## config.mk

```make
export PLATFORM = sky130hd
export DESIGN_NAME = branch_resolve_feedback
export DESIGN_NICKNAME = d
export VERILOG_FILES = /design/src/rtl/branch_resolve_feedback.sv
export SDC_FILE = /design/constraint.sdc
export NUM_CORES = 1
export LEC_CHECK = 0
export ABC_AREA = 1
export ABC_CLOCK_PERIOD_IN_PS = 15470
export BUFFER_PORTS_ARGS = -buffer_cell sky130_fd_sc_hd__buf_4
export CAP_MARGIN = 5
export CORE_MARGIN = 3
export CORE_UTILIZATION = 62
export DETAILED_ROUTE_END_ITERATION = 10
export GPL_TIMING_DRIVEN = 0
export PLACE_DENSITY_LB_ADDON = 0.3
export SETUP_SLACK_MARGIN = 0.3
export SLEW_MARGIN = 20
export SYNTH_ARGS = -nofsm -noshare
export SYNTH_HDL_FRONTEND = slang
export SYNTH_SLANG_ARGS = --single-unit
```

## constraint.sdc

```tcl
create_clock -name clk -period 15.47 [get_ports clk]
set_input_delay 4.641 -clock clk [delete_from_list [all_inputs] [get_ports clk]]
set_output_delay 4.641 -clock clk [all_outputs]
set_load 0.02 [all_outputs]
```

## src/rtl/branch_resolve_feedback.sv

```systemverilog
// EX-side branch resolution: queues in-flight IF predictions, compares each against
// the EX outcome, returns predictor feedback and raises a flush on mispredict.
module branch_resolve_feedback #(
   parameter int DEPTH = 4,
   parameter int CNT_W = 32
) (
   input  logic                       clk,
   input  logic                       reset,
   input  logic                       pred_valid,
   input  logic                       pred_take,
   input  logic [31:0]                pred_pc_base,
   input  logic [31:0]                pred_pc_jmp,
   output logic                       pred_ready,
   input  logic                       ex_valid,
   input  logic                       ex_take,
   input  logic [31:0]                ex_target,
   output logic                       pc_jmp_feedback,
   output logic                       pc_jmp_take,
   output logic [31:0]                pc_stash_base,
   output logic [31:0]                pc_jmp,
   output logic                       flush,
   output logic [31:0]                redirect_pc,
   output logic [$clog2(DEPTH):0]     occupancy,
   output logic [CNT_W-1:0]           resolved_cnt,
   output logic [CNT_W-1:0]           mispredict_cnt,
   output logic                       err_overflow,
   output logic                       err_underflow
);

   localparam int PTR_W = $clog2(DEPTH);
   localparam int OCC_W = PTR_W + 1;

   logic              q_take [DEPTH];
   logic [31:0]       q_base [DEPTH];
   logic [31:0]       q_jmp  [DEPTH];

   logic [PTR_W-1:0]  head;
   logic [PTR_W-1:0]  tail;
   logic [OCC_W-1:0]  count;

   logic              full;
   logic              do_pop;
   logic              do_push;
   logic              mispredict;
   logic              head_take;
   logic [31:0]       head_base;
   logic [31:0]       head_jmp;

   assign full       = (count == OCC_W'(DEPTH));
   assign pred_ready = !full;
   assign occupancy  = count;

   assign head_take  = q_take[head];
   assign head_base  = q_base[head];
   assign head_jmp   = q_jmp[head];

   assign do_pop     = ex_valid && (count != '0);
   assign mispredict = do_pop && ((head_take != ex_take) || (ex_take && (head_jmp != ex_target)));
   // A pop frees the head slot, so a push into a full queue is accepted alongside it;
   // anything pushed in a mispredict cycle is wrong-path and is dropped.
   assign do_push    = pred_valid && (!full || do_pop) && !mispredict;

   always_ff @(posedge clk) begin
      if (do_push) begin
         q_take[tail] <= pred_take;
         q_base[tail] <= pred_pc_base;
         q_jmp[tail]  <= pred_pc_jmp;
      end
   end

   always_ff @(posedge clk or posedge reset) begin
      if (reset) begin
         head  <= '0;
         tail  <= '0;
         count <= '0;
      end else if (mispredict) begin
         head  <= '0;
         tail  <= '0;
         count <= '0;
      end else begin
         if (do_pop)
            head <= head + PTR_W'(1);
         if (do_push)
            tail <= tail + PTR_W'(1);
         if (do_push && !do_pop)
            count <= count + OCC_W'(1);
         else if (do_pop && !do_push)
            count <= count - OCC_W'(1);
      end
   end

   always_ff @(posedge clk or posedge reset) begin
      if (reset) begin
         pc_jmp_feedback <= 1'b0;
         pc_jmp_take     <= 1'b0;
         pc_stash_base   <= '0;
         pc_jmp          <= '0;
         flush           <= 1'b0;
         redirect_pc     <= '0;
         resolved_cnt    <= '0;
         mispredict_cnt  <= '0;
      end else begin
         pc_jmp_feedback <= do_pop;
         flush           <= mispredict;
         redirect_pc     <= '0;
         if (do_pop) begin
            pc_jmp_take   <= ex_take;
            pc_stash_base <= head_base;
            pc_jmp        <= ex_target;
            if (resolved_cnt != '1)
               resolved_cnt <= resolved_cnt + CNT_W'(1);
         end
         if (mispredict) begin
            redirect_pc <= ex_take ? ex_target : (head_base + 32'd4);
            if (mispredict_cnt != '1)
               mispredict_cnt <= mispredict_cnt + CNT_W'(1);
         end
      end
   end

   always_ff @(posedge clk or posedge reset) begin
      if (reset) begin
         err_overflow  <= 1'b0;
         err_underflow <= 1'b0;
      end else begin
         if (pred_valid && full && !do_pop)
            err_overflow <= 1'b1;
         if (ex_valid && (count == '0))
            err_underflow <= 1'b1;
      end
   end

endmodule

```

Word-level counts from Yosys, hierarchy flattened --
Memory sizes are Yosys's and may differ from the RTL's. Index checks and enable logic that the tools add are counted. W data, S select, Z words.
Storage, ports and cells: bits in read-only memories 0, bits in registers 172, output and inout bits 169, memory bits (writable) 260, word-level logic and storage cells 62, bits in latches 0, bits of input ports 102, memories 3
Memories:
- q_base | words 4, bits a word 32, read ports 1, clocked after memory_dff 0, wr ports 1, line 34 | logic [31:0] q_base [DEPTH];
- q_jmp | words 4, bits a word 32, read ports 1, clocked after memory_dff 0, wr ports 1, line 35 | logic [31:0] q_jmp [DEPTH];
- q_take | words 4, bits a word 1, read ports 1, clocked after memory_dff 0, wr ports 1, line 33 | logic q_take [DEPTH];
Cells by class: reduce and logical (&&, ||, !) cells 23, order comparisons 0, divide/modulo/power cells 0, bitwise logic cells 0, shift-type cells 0, $mul 0, equality and inequality tests 5, add/subtract/negate cells 7, muxes and demuxes 11
Operators by type and width (number):
- $add A32 B1 Y32 const B | 2
- $mux W32 | 2
- $ne A32 B32 Y1 const B | 2
- $add A32 B3 Y32 const B | 1
- $ne A32 B32 Y1 | 1
- $logic_and A1 B1 Y1 | 10
- $mux W3 | 3
- $mux W2 | 4
- $reduce_bool A3 Y1 | 2
- $add A2 B1 Y2 const B | 2
- $logic_not A1 Y1 | 4
- $reduce_and A2 Y1 | 2
- $reduce_bool A2 Y1 | 2
- $add A3 B1 Y3 const B | 1
- $eq A3 B3 Y1 const B | 1
- $logic_not A3 Y1 | 1
- $sub A3 B1 Y3 const B | 1
- $logic_or A1 B1 Y1 | 2
- $mux W1 | 2
- $ne A1 B1 Y1 | 1

Longest topological paths before layout --
Gate-level depths: netlist of the first run. An unclocked memory read counts as a cell.
depth after elaboration 12, depth in mapped cells 19, depth with buffers taken out 15

Worst setup path before layout of the first run --
OpenSTA, ideal clock, no wires.
path kind input to register, from input port ex_target[15], to memory q_base[0][0], enable pin, arrival 8.302 ns, path buffers 1, cell stages on the path 13, data required time 14.982 ns, library setup time 0.488 ns, setup slack 6.680 ns, cells stage by stage inv_1 > nand3_1 > nand2_1 > inv_1 > nand2_1 > nor2_1 > nand2_1 > nor2_1 > nand3_2 > nand2_1 > buf_6 > nand2_1 > nor2_1
Between the ends: longest elaborated chain between the ends 8
RTL lines:
- start: declaration | line 16 | input logic [31:0] ex_target,
- $ne A32 B32 Y1 | line 58 | assign mispredict = do_pop && ((head_take != ex_take) || (ex_take && (head_jmp != ex_target)));
- $logic_and A1 B1 Y1 | line 58
- $logic_or A1 B1 Y1 | line 58
- $logic_and A1 B1 Y1 | line 58
- $logic_not A1 Y1 | line 61 | assign do_push = pred_valid && (!full || do_pop) && !mispredict;
- $logic_and A1 B1 Y1 | line 61
- $mux W1 | line 64 | if (do_push) begin
- $mux W1 (implied by the code) | line 66 | q_base[tail] <= pred_pc_base;
- end: declaration | line 34
No other way between the ends.

Final worst setup path of the first run --
from input port ex_valid, to memory q_base[2][7], enable pin
Between the ends: longest elaborated chain between the ends 6, elaborated cells on any way between the ends 8, those cells by class mux (2); reduce/logical (6)
RTL lines:
- start: declaration | line 14 | input logic ex_valid,
- $logic_and A1 B1 Y1 (*) | line 57 | assign do_pop = ex_valid && (count != '0);
- $logic_or A1 B1 Y1 or $logic_and A1 B1 Y1 (tied branches) | line 61, 58
- $logic_and A1 B1 Y1 or $logic_not A1 Y1 (tied branches) | line 61
- $logic_and A1 B1 Y1 (*) | line 61
- $mux W1 (*) | line 64
- $mux W1 (implied by the code) (*) | line 66
Every way passes the cells marked *; elsewhere a longest branch is shown, timed or not.

==> results of run 1 <==
-- report_power, final --
part / internal (uW) / total [uW] / switching, uW / leakage (uW)
logic: 543 / 1670 / 1120 / 0.00527
registers: 1470 / 1600 / 128 / 0.00460
clock network: 595 / 1040 / 445 / 0.000704
-- worst max-delay path by stage --
| stage | slack [ns] | to | from |
|---|---|---|---|
| global route | 8.07 | q_base[2][7] | ex_valid |
| global placement | 3.78 | q_base[0][9] | ex_valid |
| finish | 8.12 | q_base[2][7] | ex_valid |
| CTS | 8.22 | q_base[2][7] | ex_valid |
| detailed placement | 7.65 | q_base[2][8] | ex_valid |
| floorplan | 6.17 | err_overflow | reset |
-- worst reg2reg max path, stage by stage, from the launching register on --
cell and delay [ns]:
dfrtp_1 0.41, inv_1 0.14, clkbuf_1 0.69, nand3_1 0.16
nand2_1 0.15, xor2_1 0.18, nand3_1 0.12, nor2_1 0.19
nand3_2 0.26, nand2_1 0.19, buf_6 0.18, nand2_1 0.25
nor2_4 0.64, buf_16 0.24, buf_16 0.18
-- cell usage after synthesis (2+ instances only) --
master / count / area (um2)
o21ai_1: 5 / 25.02
xor2_1: 59 / 516.8
nor2_1: 147 / 551.8
inv_2: 3 / 11.26
nor3b_1: 2 / 15.01
nand3_2: 2 / 20.02
buf_6: 13 / 146.4
nor2_2: 7 / 43.79
nand3b_1: 2 / 15.01
a32o_1: 2 / 20.02
or2_2: 2 / 12.51
xnor2_1: 24 / 210.2
nand4_1: 46 / 287.8
buf_8: 2 / 30.03
inv_1: 103 / 386.6
edfxtp_1: 260 / 7807
nor3_2: 4 / 40.04
nand3_1: 195 / 975.9
nor3_1: 23 / 115.1
buf_2: 22 / 110.1
ha_1: 7 / 87.58
dfrtp_1: 172 / 4304
a21oi_1: 20 / 100.1
nor4_1: 13 / 81.33
clkbuf_1: 33 / 123.9
and2_1: 2 / 12.51
buf_4: 10 / 75.07
o21ai_0: 83 / 415.4
nand2_2: 3 / 18.77
nand2_1: 723 / 2714
-- cell families after synthesis --
logic type,after synthesis,share of synthesized area [%]
AOI/OAI and AO/OA,113,3.026
xor gates and xnor gates,83,3.757
adders and majority gates,8,0.5561
buffers and inverters,189,4.636
DFF,432,62.59
muxes,1,0.05173
and+or+nand+nor,1172,25.38
-- routing by layer --
metal / vias up / wire [um]
li1: 7298 / -
met1: 7779 / 21700
met2: 1069 / 27520
met3: 205 / 6522
met4: 2 / 2727
met5: - / 13
-- per-stage QoR --
stage / setup WS, ns / hold WS (ns)
after floorplan: 6.169 / 0.5179
after global placement: 3.781 / 0.4532
after detailed placement: 7.646 / 0.4681
after CTS: 8.219 / 0.4823
after global routing: 8.074 / 0.4961
final: 8.125 / 0.4843
-- layout make-up --
type                    instances  area (um2)
flip-flops and latches        432       12110
multi-input cells            1377        6371
repair buffers                283        2347
plain buffers                  81       489.2
clock inverters                15       91.34
fillers                      1988        7017
inverters                     108       415.4
diodes                          2       5.005
clock buffers                  66        1326
well taps                     396       495.5
-- state kept, by name, indices dropped and copies added, names as in the netlist, 4 cells and up --
name and flops:
q_base 128, q_jmp 128, mispredict_cnt 32, pc_jmp 32, pc_stash_base 32, redirect_pc 32
resolved_cnt 32, q_take 4
==> flow_summary.json, run 1 <==
{
  "fin_tns_setup_ns": 0,
  "slew_violations": 0,
  "path_clk_slew_ns": 0.06,
  "cp_slowest_cell": "nor2_4",
  "cp_cell_sequence": "buf_4 -> nand2_1 -> clkbuf_1 -> a21oi_1 -> nand2_1 -> buf_6 -> nand2_1 -> nor2_4 -> buf_16 -> buf_16",
  "status": "completed",
  "area_growth_pct": 22.24,
  "critical_path.max_stage_delay_ns": 0.64,
  "syn_area_per_cell_um2": 9.685,
  "drive_above_1_share_pct": 18.20,
  "grt_max_degree": 103,
  "post_cts_buffers": 0,
  "fmax_mhz": 136.1,
  "p_leak_uw": 0.01057,
  "syn_area_mm2": 0.01935,
  "cap_violations": 0,
  "grt_pass1_vias": 15925,
  "use_met1_pct": 46.25,
  "totalWireLength_um": 58490,
  "grt_overflow_total": 0,
  "drcViolationCount": 0,
  "critical_path_class": "input pin to flip-flop",
  "ant_nets": 0,
  "place_area_mm2": 0.02223,
  "grtUsageMet3_pct": 6.618,
  "place_hpwl_um": 41640,
  "fin_util_pct": 77.12,
  "die_y_um": 182.7,
  "timing.final.hold_violations": 0,
  "firstDrtPassIters": 6,
  "required_ns": 15.73,
  "cp-start-kind": "input pin",
  "htree_num_levels": 2,
  "p_per_area_mw_per_mm2": 181.9,
  "synthesis.instances": 1998,
  "worst-slew-pin-transition_ns": 0.8900,
  "io_pins": 271,
  "crit_fanout": 17,
  "final_area_mm2": 0.02365,
  "relSlewSlack_pct": 40.67,
  "finalNonFillerCells": 2760,
  "min-delay-start": "err_underflow",
  "row_count": 64,
  "yosysSeqAreaShare_pct": 62.59,
  "synth-async-reset-ratio_pct": 39.81,
  "busiest_layer": "met2",
  "core_area_mm2": 0.03067,
  "synth_seq_cells": 432,
  "peakVddDrop_uv": 131.6,
  "insertion_delay_ns": 0.56,
  "grt_pass1_wl_um": 88930,
  "cts_tree": "yes",
  "cts_buffers": 44,
  "synth_edf_count": 260,
  "nets": 2437,
  "r2r_end": "q_base[2][7]",
  "finalClockSkew_ns": 0.01745,
  "post-place-cells": 2677,
  "min_period_ns": 7.345,
  "vias": 16353,
  "endpoint_kind": "flip-flop",
  "use_met2_pct": 55.56,
  "power.total_uw": 4303,
  "final_cell_mix": "nand2_1, buf_4, edfxtp_1",
  "final_common_cell": "nand2_1",
  "numPortBuffers": 270,
  "dieArea_mm2": 0.03336,
  "clock-sinks": 432,
  "fin_crit_sh_pct": 47.48,
  "drt_iter0_markers": 2009,
  "clk_path_buf_depth": 3,
  "cp_common_cell": "nand2_1",
  "cts_resized": 0,
  "r2r_slack_ns": 11.21,
  "viasPerCell": 5.925,
  "timing.critical_path.buf_inv": 5,
  "antenna_found_initial": 3,
  "track_usage_pct": 34.55,
  "rsz0062_at_grt": "no",
  "worstPathArrival_ns": 7.60,
  "min_path_type": "flip-flop to flip-flop",
  "synth_flop_cell": "edfxtp_1",
  "hold_depth": 1,
  "r2r_cells": 14,
  "setup_viol": 0,
  "avgRoutedWirePerCell_um": 21.19,
  "ys_types": 39,
  "path_depth": 10,
  "cts_hold_buf": 0,
  "critPathTopFamily": "simple AND/OR/NAND/NOR gates",
  "start_util_pct": 63.09,
  "cts_root_buffer": "clkbuf_16",
  "place_congestion": 0.9284,
  "worstHoldEndpoint": "err_underflow",
  "r2r_start": "head[1]",
  "yosysWarningCount": 0,
  "fp.dieW_um": 182.7,
  "synth_fp_nets": 2108
}
No activity file was read; power rests on OpenSTA's default activity.
==> run 2: changes to the inputs <==
--- a/config.mk
+++ b/config.mk
@@ -6,11 +6,11 @@
 export NUM_CORES = 1
 export LEC_CHECK = 0
 export ABC_AREA = 1
-export ABC_CLOCK_PERIOD_IN_PS = 15470
+export ABC_CLOCK_PERIOD_IN_PS = 6900
 export BUFFER_PORTS_ARGS = -buffer_cell sky130_fd_sc_hd__buf_4
 export CAP_MARGIN = 5
 export CORE_MARGIN = 3
-export CORE_UTILIZATION = 62
+export CORE_UTILIZATION = 58
 export DETAILED_ROUTE_END_ITERATION = 10
 export GPL_TIMING_DRIVEN = 0
 export PLACE_DENSITY_LB_ADDON = 0.3
==> constraint.sdc (replaced) <==
create_clock -name clk -period 6.9 [get_ports clk]
set_input_delay 2.07 -clock clk [delete_from_list [all_inputs] [get_ports clk]]
set_output_delay 2.07 -clock clk [all_outputs]
set_load 0.02 [all_outputs]
==> run 2 against run 1 <==
  * Clock skew rose by 0.0022 ns
  * Routed wire length grew 0.68%
  * Via count down 1.3%
  * Utilization decreased by 4.2 points
  * Combinational power grew 120%
==> flow_summary.json, run 2 (synthesis results as in run 1) <==
{
  "place_congestion": 0.9101,
  "min-delay-start": "err_overflow",
  "top_regs": "q_base x128, q_jmp x128",
  "rsz0062_at_grt": "no",
  "grt_pass1_wl_um": 89910,
  "core_area_mm2": 0.03270,
  "row_count": 66,
  "drt_iter0_markers": 1735,
  "post-place-cells": 2729,
  "fp.dieW_um": 188.7,
  "r2r_start": "head[1]",
  "p_per_area_mw_per_mm2": 406.9,
  "cts_root_buffer": "clkbuf_16",
  "slew_violations": 0,
  "start_util_pct": 59.17,
  "min_path_type": "flip-flop to flip-flop",
  "antenna_found_initial": 4,
  "insertion_delay_ns": 0.55,
  "vias": 16137,
  "clk_path_buf_depth": 3,
  "relSlewSlack_pct": 45.64,
  "finalClockSkew_ns": 0.01964,
  "firstDrtPassIters": 6,
  "ant_nets": 0,
  "drive_above_1_share_pct": 18.41,
  "avgRoutedWirePerCell_um": 20.94,
  "fin_crit_sh_pct": 68.07,
  "track_usage_pct": 32.72,
  "endpoint_kind": "flip-flop",
  "drcViolationCount": 0,
  "die_y_um": 188.7,
  "post_cts_buffers": 0,
  "path_clk_slew_ns": 0.06,
  "min_period_ns": 4.697,
  "final_common_cell": "nand2_1",
  "grt_overflow_total": 0,
  "r2r_end": "q_jmp[3][12]",
  "hold_ws_ns": 0.4816,
  "setup_viol": 0,
  "crit_fanout": 22,
  "worstHoldEndpoint": "err_overflow",
  "cp_slowest_cell": "clkbuf_1",
  "worst-slew-pin-transition_ns": 0.8154,
  "viasPerCell": 5.739,
  "area_growth_pct": 23.22,
  "cap_violations": 0,
  "finalNonFillerCells": 2812,
  "hold_depth": 2,
  "r2r_slack_ns": 2.76,
  "final_cell_mix": "nand2_1, buf_4, edfxtp_1",
  "critical_path_class": "input pin to flip-flop",
  "cp_cell_sequence": "buf_4 -> nand2_1 -> clkbuf_1 -> a21oi_1 -> nand2_1 -> buf_6 -> nand2_1 -> nor2_4 -> buf_16 -> buf_12",
  "status": "completed",
  "grt_max_degree": 35,
  "totalWireLength_um": 58890,
  "fin_tns_setup_ns": 0,
  "clock-sinks": 432,
  "required_ns": 7.15,
  "htree_num_levels": 2,
  "place_hpwl_um": 42500,
  "timing.final.hold_violations": 0,
  "numPortBuffers": 270,
  "fmax_mhz": 212.9,
  "peakVddDrop_uv": 309.1,
  "io_pins": 271,
  "worstPathArrival_ns": 4.94,
  "grt_pass1_vias": 15658,
  "cp-start-kind": "input pin",
  "nets": 2443,
  "cts_hold_buf": 0,
  "r2r_cells": 17,
  "timing.critical_path.buf_inv": 5,
  "cts_resized": 0,
  "p_leak_uw": 0.01064,
  "cts_buffers": 44,
  "cp_common_cell": "nand2_1",
  "critical_path.max_stage_delay_ns": 0.57,
  "dieArea_mm2": 0.03559,
  "cts_tree": "yes",
  "critPathTopFamily": "buffers and inverters"
}
## run 2: cell types whose count changed in the layout (fill, tap and decap cells not counted), sizes merged
cell and change:
inv -2, bufinv +5, clkbuf -12, clkinv +9, buf +6
## run 2: area by class of cell
class / instances / area, um2
Clock inverter: 27 / 277.8
Antenna cell: 2 / 5.005
Clock buffer: 54 / 1169
Timing Repair Buffer: 289 / 2455
Tap cell: 442 / 553.0
Buffer: 81 / 489.2
Fill cell: 2402 / 8859
Multi-Input combinational cell: 1377 / 6371
Sequential cell: 432 / 12110
Inverter: 108 / 411.6
## run 2: worst reg2reg max path, delay by kind of cell, from the launching register on
family	cells	cell delay, ns
buf+inv	5	1.28
flops	1	0.40
simple gates	12	2.13
## run 2: how the worst max path moves through the flow
| stage | depth (start not counted) | end | start |
|---|---|---|---|
| 6_report | 10 | q_jmp[3][12] | ex_valid |
| 5_1_grt | 10 | q_jmp[3][12] | ex_valid |
| 4_1_cts | 10 | q_jmp[3][8] | ex_valid |
| 3_5_place_dp | 10 | q_base[3][7] | ex_valid |
| 3_3_place_gp | 8 | q_jmp[3][0] | ex_valid |
| 2_1_floorplan | 13 | q_base[0][0] | ex_target[15] |
## run 2: layer usage
layer / global-route usage (%) / vias up / share of wire (%) / wire (um)
met5: 0 / - / 0.046 / 27
met1: 43.69 / 7636 / 38 / 22390
met4: 13.92 / 4 / 4.7 / 2748
met2: 52.18 / 1023 / 46 / 27320
li1: - / 7306 / - / -
met3: 7.442 / 168 / 11 / 6403
## run 2: metrics by stage
step | utilization [%] | setup slack, ns | cell area, um2 | power (uW)
floorplan | - | 0.6813 | 19350 | 5742
global placement | 67.07 | -2.326 | 21930 | 7078
detailed placement | 68.47 | 1.739 | 22390 | 7241
CTS | 72.90 | 2.302 | 23840 | 9658
global route | 72.91 | 2.063 | 23840 | 10160
finish | 72.91 | 2.203 | 23840 | 9703
## run 2: power by group
| part | internal (uW) | total, uW | switching [uW] |
|---|---|---|---|
| registers | 3290 | 3580 | 286 |
| logic | 1220 | 3720 | 2500 |
| clock network | 1400 | 2400 | 1000 |
| total | 5910 | 9700 | 3790 |
